### config.mk
export PLATFORM = sky130hd
export DESIGN_NAME = counter_seq_ctrl_flat
export DESIGN_NICKNAME = d
export VERILOG_FILES = /design/src/rtl/counter_seq_ctrl_pkg.sv /design/src/rtl/counter_seq_ctrl_if.sv /design/src/rtl/counter_seq_ctrl_rr_arbiter.sv /design/src/rtl/counter_seq_ctrl.sv /design/src/flat_wrapper.sv
export SDC_FILE = /design/constraint.sdc
export NUM_CORES = 1
export LEC_CHECK = 0
export ABC_AREA = 1
export CORE_ASPECT_RATIO = 0.8
export CORE_MARGIN = 1.5
export CORE_UTILIZATION = 36
export DETAILED_ROUTE_END_ITERATION = 10
export GPL_TIMING_DRIVEN = 0
export MAX_ROUTING_LAYER = met4
export PLACE_DENSITY_LB_ADDON = 0.08
export SLEW_MARGIN = 20
export SYNTH_ARGS = -nofsm -noshare
export SYNTH_HDL_FRONTEND = slang
export SYNTH_SLANG_ARGS = --single-unit
### constraint.sdc
create_clock -name clk -period 1.28 [get_ports clk]
set_input_delay 0.192 -clock clk [delete_from_list [all_inputs] [get_ports clk]]
set_output_delay 0.192 -clock clk [all_outputs]
set_load 0.005 [all_outputs]
### src/rtl/counter_seq_ctrl_pkg.sv
// Shared types and constants for the counter sequencer controller.
// Optional watchdog is enabled with `define CTRL_WDOG_EN.
package counter_ctrl_pkg;

  typedef enum logic [1:0] {IDLE, LOAD, RUN, DONE} ctrl_state_t;

  localparam int              CTR_W      = 4;
  localparam logic [CTR_W-1:0] TERM      = 4'hF;
  localparam int              WDOG_LIMIT = 17;

  // Start value so that the counter hits TERM exactly P cycles after load; P=0 means 16.
  function automatic logic [CTR_W-1:0] period_to_load(input logic [CTR_W-1:0] p);
    logic [CTR_W:0] span;
    span = (CTR_W+1)'(16) - {1'b0, p};
    return span[CTR_W-1:0];
  endfunction

endpackage

### src/rtl/counter_seq_ctrl_if.sv
// Requester and counter-datapath signals of the counter sequencer controller.
// master = requesters + counter side, slave = controller.
interface counter_seq_ctrl_if #(parameter int NREQ = 2);

  logic [NREQ-1:0]   req;
  logic [NREQ*4-1:0] req_period;
  logic [NREQ-1:0]   grant;
  logic [NREQ-1:0]   done;
  logic              busy;
  logic              ctr_load;
  logic [3:0]        ctr_load_data;
  logic [3:0]        ctr_count;
  logic              wdog_err;

  modport master (
    output req, req_period, ctr_count,
    input  grant, done, busy, ctr_load, ctr_load_data, wdog_err
  );

  modport slave (
    input  req, req_period, ctr_count,
    output grant, done, busy, ctr_load, ctr_load_data, wdog_err
  );

endinterface

### src/rtl/counter_seq_ctrl_rr_arbiter.sv
// Combinational round-robin pick: lowest requester index at or above ptr_i, wrapping.
module rr_arbiter #(
  parameter int NREQ  = 2,
  parameter int IDX_W = 1
) (
  input  logic [NREQ-1:0]  req_i,
  input  logic [IDX_W-1:0] ptr_i,
  output logic [IDX_W-1:0] idx_o,
  output logic             any_o
);

  logic [IDX_W-1:0] cand;

  always_comb begin
    idx_o = '0;
    any_o = 1'b0;
    cand  = '0;
    for (int k = 0; k < NREQ; k++) begin
      cand = IDX_W'((int'(ptr_i) + k) % NREQ);
      if (!any_o && req_i[cand]) begin
        idx_o = cand;
        any_o = 1'b1;
      end
    end
  end

endmodule

### src/rtl/counter_seq_ctrl.sv
// Shares one external loadable 4-bit up-counter among NREQ requesters, one timed job at a time.
// `define CTRL_WDOG_EN adds a RUN-length watchdog with a sticky wdog_err.
module counter_seq_ctrl
  import counter_ctrl_pkg::*;
#(
  parameter int NREQ = 2
) (
  input  logic               clk,
  input  logic               reset_n,
  counter_seq_ctrl_if.slave  bus
);

  localparam int IDX_W = (NREQ > 1) ? $clog2(NREQ) : 1;

  ctrl_state_t      state_q, state_d;
  logic [IDX_W-1:0] owner_q, owner_d;
  logic [IDX_W-1:0] rr_ptr_q, rr_ptr_d;
  logic [CTR_W-1:0] load_q, load_d;

  logic [IDX_W-1:0] arb_idx;
  logic             arb_any;
  logic [CTR_W-1:0] per_sel;
  logic [NREQ-1:0]  owner_oh;

  rr_arbiter #(.NREQ(NREQ), .IDX_W(IDX_W)) u_arb (
    .req_i (bus.req),
    .ptr_i (rr_ptr_q),
    .idx_o (arb_idx),
    .any_o (arb_any)
  );

  always_comb begin
    per_sel = '0;
    for (int i = 0; i < NREQ; i++)
      if (arb_idx == IDX_W'(i)) per_sel = bus.req_period[i*CTR_W +: CTR_W];
  end

`ifdef CTRL_WDOG_EN
  logic [4:0] run_cnt_q, run_cnt_d;
  logic       wdog_q, wdog_d;

  always_ff @(posedge clk or negedge reset_n) begin
    if (!reset_n) begin
      run_cnt_q <= '0;
      wdog_q    <= 1'b0;
    end else begin
      run_cnt_q <= run_cnt_d;
      wdog_q    <= wdog_d;
    end
  end

  assign bus.wdog_err = wdog_q;
`else
  assign bus.wdog_err = 1'b0;
`endif

  always_ff @(posedge clk or negedge reset_n) begin
    if (!reset_n) begin
      state_q  <= IDLE;
      owner_q  <= '0;
      rr_ptr_q <= '0;
      load_q   <= '0;
    end else begin
      state_q  <= state_d;
      owner_q  <= owner_d;
      rr_ptr_q <= rr_ptr_d;
      load_q   <= load_d;
    end
  end

  always_comb begin
    state_d  = state_q;
    owner_d  = owner_q;
    rr_ptr_d = rr_ptr_q;
    load_d   = load_q;
`ifdef CTRL_WDOG_EN
    run_cnt_d = '0;
    wdog_d    = wdog_q;
`endif
    case (state_q)
      IDLE: begin
        // Period is captured here; later req_period changes do not affect the job.
        if (arb_any) begin
          owner_d  = arb_idx;
          load_d   = period_to_load(per_sel);
          rr_ptr_d = (arb_idx == IDX_W'(NREQ-1)) ? '0 : arb_idx + IDX_W'(1);
          state_d  = LOAD;
        end
      end
      LOAD: state_d = RUN;
      RUN: begin
        if (bus.ctr_count == TERM) state_d = DONE;
`ifdef CTRL_WDOG_EN
        else if (run_cnt_q == 5'(WDOG_LIMIT-1)) begin
          state_d = IDLE;
          wdog_d  = 1'b1;
        end else run_cnt_d = run_cnt_q + 5'd1;
`endif
      end
      DONE:    state_d = IDLE;
      default: state_d = IDLE;
    endcase
  end

  always_comb begin
    owner_oh          = '0;
    owner_oh[owner_q] = 1'b1;
  end

  assign bus.busy          = (state_q != IDLE);
  assign bus.grant         = (state_q != IDLE) ? owner_oh : '0;
  assign bus.done          = (state_q == DONE) ? owner_oh : '0;
  assign bus.ctr_load      = (state_q == LOAD);
  assign bus.ctr_load_data = (state_q == LOAD) ? load_q : '0;

endmodule

### src/flat_wrapper.sv
// flat-port wrapper written by rule: the top's interface ports become plain ports
module counter_seq_ctrl_flat import counter_ctrl_pkg::*;
#(
  parameter int NREQ = 2
)
  (clk, reset_n, bus_req, bus_req_period, bus_ctr_count, bus_grant, bus_done, bus_busy, bus_ctr_load, bus_ctr_load_data, bus_wdog_err);
  counter_seq_ctrl_if #(.NREQ(NREQ)) bus_i ();
  input  logic clk;
  input  logic reset_n;
  input wire logic [$bits(bus_i.req)-1:0] bus_req;
  input wire logic [$bits(bus_i.req_period)-1:0] bus_req_period;
  input wire logic [$bits(bus_i.ctr_count)-1:0] bus_ctr_count;
  output wire logic [$bits(bus_i.grant)-1:0] bus_grant;
  output wire logic [$bits(bus_i.done)-1:0] bus_done;
  output wire logic [$bits(bus_i.busy)-1:0] bus_busy;
  output wire logic [$bits(bus_i.ctr_load)-1:0] bus_ctr_load;
  output wire logic [$bits(bus_i.ctr_load_data)-1:0] bus_ctr_load_data;
  output wire logic [$bits(bus_i.wdog_err)-1:0] bus_wdog_err;
  assign bus_i.req = bus_req;
  assign bus_i.req_period = bus_req_period;
  assign bus_i.ctr_count = bus_ctr_count;
  assign bus_grant = bus_i.grant;
  assign bus_done = bus_i.done;
  assign bus_busy = bus_i.busy;
  assign bus_ctr_load = bus_i.ctr_load;
  assign bus_ctr_load_data = bus_i.ctr_load_data;
  assign bus_wdog_err = bus_i.wdog_err;
  counter_seq_ctrl #(.NREQ(NREQ)) u_core (.clk(clk), .reset_n(reset_n), .bus(bus_i));
endmodule
==> results_dict.tcl <==
set metrics [dict create \
    outcome "complete, but fails checks" \
    violations "negative setup slack" \
    cts_buffers 3 \
    synth.distinct_cells 20 \
    die_x_microns 49.0 \
    drv_slew 0 \
    grt_setup_unrepaired "true" \
    slowest_stage "dfrtp_1" \
    fin_nets 153 \
    rr_endpoint "u_core.state_q[1]" \
    worstReg2RegStart "u_core.state_q[1]" \
    cp.arrival_ps 1640 \
    fin_util_pct 70.6 \
    ys_seq_elements 8 \
    syn-cell-area_sq_um 609 \
    skew_ps 1.99 \
    peakVddDrop_mv 1.23 \
    startpoint "u_core.state_q[1]" \
    setup_violations 17 \
    period_needed_ps 1470 \
    drive_above_1_share_pct 48.8 \
    max_cap_viol_count 0 \
    hold_class "in -> async" \
    cp-start-kind "flop" \
    wl_per_cell_microns 9.93 \
    routed_wl_microns 1500 \
    cts-htree-levels 1 \
    critPathMostFrequentCell "buf_6" \
    antenna_found_initial 0 \
    reg2regPathDepth 8 \
    die_h_microns 39.8 \
    gp_congestion 0.698 \
    root_buffer "clkbuf_4" \
    seq_area_frac_synth_pct 32.9 \
    cts_buffer_depth 2 \
    viasPerCell 4.49 \
    clock_latency_ps 260 \
    core_sq_um 1610 \
    placed_cells 132 \
    die_area_sq_um 1950 \
    period_share_pct 115 \
    end_kind "flop" \
    synth_area_per_cell_sq_um 7.17 \
    fmax_mhz 679 \
    syn-num-nets 107 \
    worstPathCellList "inv_2 > buf_6 > ha_4 > inv_4 > buf_6 > o31ai_4 > nor2_1 > a21oi_1" \
    slowest_delay_ps 400 \
    stdcell_count 151 \
    criticalPathCategory "reg -> reg" \
    vias 678 \
    drtIter0Drc 10 \
    syn2layout_area_growth_pct 86.7 \
    grt_pass1_wl_microns 2440 \
    synth_warnings 0 \
    grt_pass1_vias 589 \
    leakage_nw 0.598 \
    path_clk_slew_ps 50 \
    io_pins 27 \
    power_density_nw_per_um2 1980 \
    cp.buffers_inverters 4 \
    dr.pass1.iters 4 \
    cts_tree "built" \
    grt_max_degree 9 \
    initial_core_util_pct 37.8 \
    grtUsageTotal_pct 17.7 \
    syn_inst 85 \
    drc 0 \
    ant_nets 0 \
    worstPathRequired_ps 1450 \
    crit_family "flip-flops" \
    rrSetupSlack_ps -190 \
    gr-total-overflow 0 \
    dp_hpwl_microns 1030 \
    clock-sinks 8 \
    n_fill_cell 128 \
    io_buffers 25 \
    cp_max_fo 4 \
    hold_viol_final 0 \
    layout_setup_ws_ps -193 \
    rows 13 \
    antenna_cells 0 \
]
stage by stage:
step                      hold WS [ps]  worst slack [ps]  area [sq um]  total power [mW]  TNS (ps)
after CTS                          233              -170          1040              1.99     -1880
after detailed placement           462              -400           887              1.39     -4260
after global routing               244              -261          1140              2.44     -3180
final                              219              -193          1140              2.25     -2040
after global placement             458              -401           887              1.35     -3830
after floorplan                   -104              32.6           609             0.976         0
power breakdown:
group / leakage, nW / switching, mW / internal, mW
registers: 0.0961 / 0.0941 / 0.383
logic: 0.488 / 0.728 / 0.850
clock network: 0.0138 / 0.0866 / 0.107
cell families (layout without fill, tap and decap cells):
| family | count (synthesis) | count (layout) | share of synthesized area [%] |
|---|---|---|---|
| compound gates | 8 | 8 | 8.83 |
| xor+xnor | 1 | 1 | 1.44 |
| fa+ha+maj | 6 | 6 | 12.3 |
| buf+inv | 22 | 66 | 14.2 |
| flops | 8 | 8 | 32.9 |
| other cells | 1 | 1 | 0.615 |
| simple gates | 39 | 39 | 29.8 |
timing repair:
action                     4_1_cts  5_1_grt
hold buffers                     0        0
resized for setup               63       22
setup endpoints to repair       18       18
buffers inserted                12        4
pin swaps                        4        6
worst max path at each step:
stage / endpoint / slack, ps / cells past startpoint
global placement: u_core.load_q[2] / -400 / 7
detailed placement: u_core.load_q[2] / -400 / 7
finish: u_core.state_q[1] / -190 / 8
floorplan: u_core.state_q[1] / 30 / 6
global route: u_core.state_q[1] / -260 / 8
CTS: u_core.state_q[1] / -170 / 8
sequential cells by signal (all words and copies together), names as in the netlist:
signal	count
u_core.load_q	4
u_core.state_q	2
u_core.owner_q	1
u_core.rr_ptr_q	1
Yosys cell counts (all sizes together):
| master | number | area [sq um] |
|---|---|---|
| xnor2 | 1 | 8.76 |
| o21bai | 1 | 7.51 |
| conb | 1 | 3.75 |
| inv | 21 | 78.8 |
| nand3 | 4 | 25.0 |
| o21ai | 3 | 15.0 |
| dfrtp | 8 | 200 |
| nor2 | 6 | 22.5 |
| a21oi | 3 | 18.8 |
| nand3b | 2 | 15.0 |
| buf | 1 | 7.51 |
| nand2 | 25 | 106 |
| nand4 | 2 | 12.5 |
| o31ai | 1 | 12.5 |
| ha | 6 | 75.1 |
placed cells by master (no fill, tap or decap), drive strengths merged:
cell and n:
a21oi 3, buf 27, clkbuf 3, clkdlybuf4s50 13, conb 1, dfrtp 8
dlygate4sd2 1, dlymetal6s2s 1, ha 6, inv 21, nand2 25, nand3 4
nand3b 2, nand4 2, nor2 6, o21ai 3, o21bai 1, o31ai 1
xnor2 1
cell type report:
type / instances / area (sq um) / share of cell area [%]
tap: 22 / 27.5 / 2.42
clock buffer: 3 / 22.5 / 1.98
sequential: 8 / 200 / 17.6
multi-input combinational: 55 / 414 / 36.4
timing repair buffer: 41 / 379 / 33.3
inverter: 21 / 86.3 / 7.59
buffer: 1 / 7.51 / 0.660
metal layers:
layer  vias up  share of wire [%]  GRT usage [%]
li1        343                  -              -
met1       306                 47           20.8
met2        27                 47           32.2
met3         2                4.7           2.29
met4         0                1.1           6.43
met5         -                  0              -
(Power assumes the default switching activity.)
